<file path="config.mk">
export PLATFORM = sky130hd
export DESIGN_NAME = crc_dir_arbiter
export DESIGN_NICKNAME = d
export VERILOG_FILES = /design/src/rtl/crc_dir_arbiter.sv
export SDC_FILE = /design/constraint.sdc
export NUM_CORES = 1
export LEC_CHECK = 0
export ABC_AREA = 1
export CAP_MARGIN = 20
export CORE_MARGIN = 2
export CORE_UTILIZATION = 39
export CTS_CLUSTER_SIZE = 30
export DETAILED_ROUTE_END_ITERATION = 12
export HOLD_SLACK_MARGIN = 0.08
export PLACE_DENSITY_LB_ADDON = 0.2
export SLEW_MARGIN = 20
export SYNTH_ARGS = -nofsm -noshare
export SYNTH_HDL_FRONTEND = slang
export SYNTH_SLANG_ARGS = --single-unit
</file>
<file path="constraint.sdc">
create_clock -name clk -period 1.7 [get_ports clk]
set_clock_uncertainty 0.1 [all_clocks]
set_input_delay 0.255 -clock clk [delete_from_list [all_inputs] [get_ports clk]]
set_output_delay 0.255 -clock clk [all_outputs]
set_load 0.1 [all_outputs]
</file>
<file path="src/rtl/crc_dir_arbiter.sv">
// crc_dir_arbiter: serialises directory RAM accesses from the comparator and two cores,
// with starvation-aware priority and a fixed-latency read path.
module crc_dir_arbiter #(
  parameter int AW         = 4,
  parameter int DW         = 16,
  parameter int RD_LAT     = 2,
  parameter int STARVE_MAX = 4
) (
  input  logic            clk,
  input  logic            rst,
  input  logic [2:0]      req,
  input  logic [2:0]      we,
  input  logic [3*AW-1:0] adr_i,
  input  logic [3*DW-1:0] wdata_i,
  output logic [2:0]      ack,
  output logic [DW-1:0]   rdata_o,
  output logic            busy,
  output logic [1:0]      grant_id,
  output logic            mem_en,
  output logic            mem_we,
  output logic [AW-1:0]   mem_adr,
  output logic [DW-1:0]   mem_wdata,
  input  logic [DW-1:0]   mem_rdata
);
  localparam int CW = RD_LAT > 1 ? $clog2(RD_LAT) : 1;
  typedef enum logic [1:0] {IDLE, ISSUE, WAIT, DONE} state_e;
  state_e        state_q;
  logic [2:0]    cnt1_q, cnt2_q, cnt1_d, cnt2_d;
  logic          rr2_q;
  logic          we_q;
  logic [CW-1:0] wcnt_q;
  logic          st1, st2;
  logic [1:0]    pref, win;
  logic          win_we;
  logic [AW-1:0] win_adr;
  logic [DW-1:0] win_wdata;
  // rr2_q set means core2 was the last core granted, so core1 is preferred next
  always_comb begin
    st1       = req[1] && cnt1_q == 3'(STARVE_MAX);
    st2       = req[2] && cnt2_q == 3'(STARVE_MAX);
    pref      = rr2_q ? 2'd1 : 2'd2;
    win       = (st1 && st2) ? pref :
                st1 ? 2'd1 :
                st2 ? 2'd2 :
                req[0] ? 2'd0 :
                (req[1] && req[2]) ? pref :
                req[1] ? 2'd1 : 2'd2;
    win_we    = win == 2'd2 ? we[2] : win == 2'd1 ? we[1] : we[0];
    win_adr   = win == 2'd2 ? adr_i[2*AW +: AW] : win == 2'd1 ? adr_i[AW +: AW] : adr_i[0 +: AW];
    win_wdata = win == 2'd2 ? wdata_i[2*DW +: DW] : win == 2'd1 ? wdata_i[DW +: DW] : wdata_i[0 +: DW];
    cnt1_d    = win == 2'd1 ? 3'd0 : (req[1] && cnt1_q != 3'd7) ? cnt1_q + 3'd1 : cnt1_q;
    cnt2_d    = win == 2'd2 ? 3'd0 : (req[2] && cnt2_q != 3'd7) ? cnt2_q + 3'd1 : cnt2_q;
  end
  always_ff @(posedge clk or posedge rst) begin
    if (rst) begin
      state_q   <= IDLE;
      ack       <= '0;
      rdata_o   <= '0;
      busy      <= 1'b0;
      grant_id  <= 2'd3;
      mem_en    <= 1'b0;
      mem_we    <= 1'b0;
      mem_adr   <= '0;
      mem_wdata <= '0;
      cnt1_q    <= '0;
      cnt2_q    <= '0;
      rr2_q     <= 1'b1;
      we_q      <= 1'b0;
      wcnt_q    <= '0;
    end else begin
      case (state_q)
        IDLE: if (|req) begin
          state_q   <= ISSUE;
          busy      <= 1'b1;
          grant_id  <= win;
          we_q      <= win_we;
          mem_en    <= 1'b1;
          mem_we    <= win_we;
          mem_adr   <= win_adr;
          mem_wdata <= win_wdata;
          cnt1_q    <= cnt1_d;
          cnt2_q    <= cnt2_d;
          if (win != 2'd0) rr2_q <= win == 2'd2;
        end
        ISSUE: begin
          mem_en  <= 1'b0;
          mem_we  <= 1'b0;
          wcnt_q  <= '0;
          state_q <= we_q ? DONE : WAIT;
          if (we_q) ack <= 3'b001 << grant_id;
        end
        WAIT: if (wcnt_q == CW'(RD_LAT - 1)) begin
          rdata_o <= mem_rdata;
          ack     <= 3'b001 << grant_id;
          state_q <= DONE;
        end else begin
          wcnt_q <= wcnt_q + CW'(1);
        end
        DONE: begin
          ack      <= '0;
          busy     <= 1'b0;
          grant_id <= 2'd3;
          state_q  <= IDLE;
        end
        default: state_q <= IDLE;
      endcase
    end
  end
endmodule

</file>
==> impl_metrics.py <==
metrics = {
    "setup_path": {
        "critPathRequiredTime_ns": 1.83,
        "cp_slowest_cell": "dfrtp_1",
        "crit_buf_inv": 2,
        "cp_num_cells": 11,
        "cp-start-kind": "register",
        "crit_family": "simple AND/OR/NAND/NOR gates",
        "cp_max_fo": 12,
        "reg2reg_to": "mem_wdata[1]$_DFFE_PP0P_",
        "cp-startpoint": "cnt2_q[0]$_DFFE_PP0P_",
        "cp_cell_sequence": "inv_2, ha_4, nand2_1, nor2_2, nand2_4, nand2_4, buf_12, nand2_2, nand2_1, nand2_1, a21oi_2",
        "endpoint": "mem_wdata[1]$_DFFE_PP0P_",
        "endpoint_kind": "register",
        "r2r_cells": 11,
        "r2r_slack_ns": 0.01,
        "crit_path_frequent_cell": "nand2_1",
        "r2r-start": "cnt2_q[0]$_DFFE_PP0P_",
        "critPathArrivalTime_ns": 1.82,
        "cp_slowest_stage_delay_ns": 0.41,
        "path_class": "reg2reg",
    },
    "yosys": {
        "syn_avg_cell_area_um2": 8.74,
        "synthMuxAreaShare_pct": 6.01,
        "synth-simple-area-share_pct": 22.0,
        "ys_types": 29,
        "synth_compound_area_share_pct": 13.9,
        "synthCells": 343,
        "yosysSeqAreaShare_pct": 46.0,
        "synth_xor_area_share_pct": 0,
        "async_flop_share_pct": 100,
        "synthTopCellsByArea": "dfrtp_1 43%, nand2_1 9.5%, mux2_2 6.0%",
        "netlist.top_cell.by_area": "dfrtp_1",
        "synth_edf_count": 0,
        "synthAdderAreaFrac_pct": 4.59,
        "syn_nets": 438,
        "yosysWarnings": 0,
        "synth_top_area_share_pct": 43.4,
        "syn_area_um2": 3000,
        "yosys_most_used_dff": "dfrtp_1",
        "ys_ff_latch": 55,
        "synth_top_family_by_area": "simple AND/OR/NAND/NOR gates",
    },
    "place": {
        "gp_congestion": 0.829,
        "placed_cells": 582,
        "portBuffers": 127,
        "hpwlAfterDp_um": 6630,
    },
    "timing": {
        "tightest_slew_ns": 0.309,
        "max_freq_mhz": 593,
        "slew_headroom_pct": 79.2,
        "post-route-min-period_ns": 1.69,
        "rsz0062_at_grt": "true",
        "timing.final.crit_share_pct": 99.2,
        "slew_violations": 0,
        "setup_violations": 0,
        "final-hold-violation-count": 0,
    },
    "routing": {
        "dr.pass1.iters": 4,
        "avgViaCountPerCell": 4.88,
        "drt-met1-wl_um": 3550,
        "dr_wl_met2_um": 4130,
        "routed_wirelength_um": 8350,
        "vias": 2902,
        "antenna_left": 0,
        "wl_per_cell_um": 14.0,
        "wl_met3_um": 490,
        "drc": 0,
        "drtIter0Drc": 104,
        "top_layer_used": "met4",
    },
    "layout": {
        "final_common_cell": "clkdlybuf4s50_1",
        "antenna_cells": 0,
        "multi_input_area_um2": 1520,
        "mostFrequentLayoutCells": "83 x clkdlybuf4s50_1, 66 x nand2_1, 52 x dfrtp_1",
        "fillers": 531,
        "drive_gt1_share_pct": 35.7,
        "area_delta_synth_final_pct": 75.7,
        "final_cells": 595,
        "finalNetCount": 590,
        "seq_area_um2": 1380,
    },
    "clock_network": {
        "cts.htree.levels": 2,
        "cts.path.max_buffers": 2,
        "cts_root_buffer": "clkbuf_8",
        "clk_latency_ns": 0.30,
        "cts_tree": "done",
        "cts_buffers": 5,
        "clk_pin_slew_ns": 0.10,
        "cts_sinks": 55,
    },
    "floorplanning": {
        "start_util_pct": 40.9,
        "core_area_um2": 7330,
        "fp-row-count": 31,
        "ios": 128,
        "die_area_um2": 8410,
        "die_y_um": 91.7,
        "die_x_um": 91.7,
    },
    "grt": {
        "track_usage_pct": 19.8,
        "grt_pass1_wl_um": 13500,
        "grt_antenna_before_repair": 0,
        "grt_pass1_vias": 2874,
        "grt-ovfl-total": 0,
        "grt_max_degree": 20,
    },
    "job": {
        "drv_cap": 0,
    },
    "outcome": {
        "outcome": "complete, no violations",
    },
    "min_path": {
        "hp-class": "in2async",
    },
}
area by class of cell:
| class | count | share of cell area, % |
|---|---|---|
| multi-input combinational | 242 | 28.9 |
| timing repair buffer | 160 | 38.7 |
| inverter | 31 | 2.21 |
| clock inverter | 3 | 0.380 |
| clock buffer | 5 | 1.31 |
| tap | 99 | 2.35 |
| sequential | 55 | 26.2 |
cells in the mapped netlist (all sizes together), types with 3 or more instances:
library cell and number:
nand2 92, dfrtp 52, a21oi 46, inv 31, nand3 27, nor2 26, mux2 16, buf 15
o21ai 14, ha 11, dfstp 3, nand4 3, o22ai 3
registers in the layout, indices dropped and copies added (netlist names), 2 cells and up:
name and cells:
mem_adr 4, ack 3, rdata_o 16, state_q 2, cnt2_q 3, grant_id 2
mem_wdata 16, cnt1_q 3
worst register-to-register path, stage by stage, from the launching register on:
cell and delay (ns):
dfrtp_1 0.41, inv_2 0.09, ha_4 0.14, nand2_1 0.06
nor2_2 0.13, nand2_4 0.10, nand2_4 0.12, buf_12 0.16
nand2_2 0.05, nand2_1 0.06, nand2_1 0.07, a21oi_2 0.13
stage by stage:
stage               cell area [um^2]  util (%)  hold slack [ns]  setup slack [ns]  setup TNS [ns]
finish                          5270      71.9            0.111            0.0144               0
global route                    5270      71.9            0.105            -0.114           -1.57
CTS                             5170      70.6            0.109           0.00293               0
detailed placement              5000      68.2            0.381            -0.255           -6.05
global placement                5000      68.2            0.371            -0.190           -4.17
floorplan                       3000         -            0.306           0.00703               0
timing repair:
action / 4_1_cts / 5_1_grt
gates resized for setup: 16 / 27
endpoints found under the setup margin: 25 / 32
pin swaps: 5 / 3
endpoints found under the hold margin: 0 / 0
setup buffers: 3 / 2
hold buffers: 0 / 0
worst min-delay path by stage:
| stage | endpoint | cells past startpoint | from | slack (ns) |
|---|---|---|---|---|
| after floorplan | rdata_o[0]$_DFFE_PP0P_ | 1 | mem_rdata[0] | 0.31 |
| after CTS | rdata_o[11]$_DFFE_PP0P_ | 2 | rst | 0.11 |
| after global routing | rdata_o[12]$_DFFE_PP0P_ | 2 | rst | 0.11 |
| after detailed placement | rr2_q$_DFFE_PP1P_ | 2 | rr2_q$_DFFE_PP1P_ | 0.38 |
| after global placement | rr2_q$_DFFE_PP1P_ | 2 | rr2_q$_DFFE_PP1P_ | 0.37 |
| final | rdata_o[11]$_DFFE_PP0P_ | 2 | rst | 0.11 |
routing by layer:
metal / vias up / GRT usage (%)
li1: 1425 / -
met1: 1352 / 25.3
met2: 111 / 33.8
met3: 14 / 4.27
met4: 0 / 5.85
met5: - / 0
logic make-up (layout without fill, tap and decap cells):
logic type,Yosys count,after routing
AO/OA/AOI/OAI,66,66
adder cells (fa/ha/maj),11,11
buffers and inverters,46,199
flip-flops,55,55
multiplexers,16,16
AND/OR/NAND/NOR,149,149
Power is not shown: default switching activity piles up to over one toggle a cycle in this logic, so the estimate is an artifact.
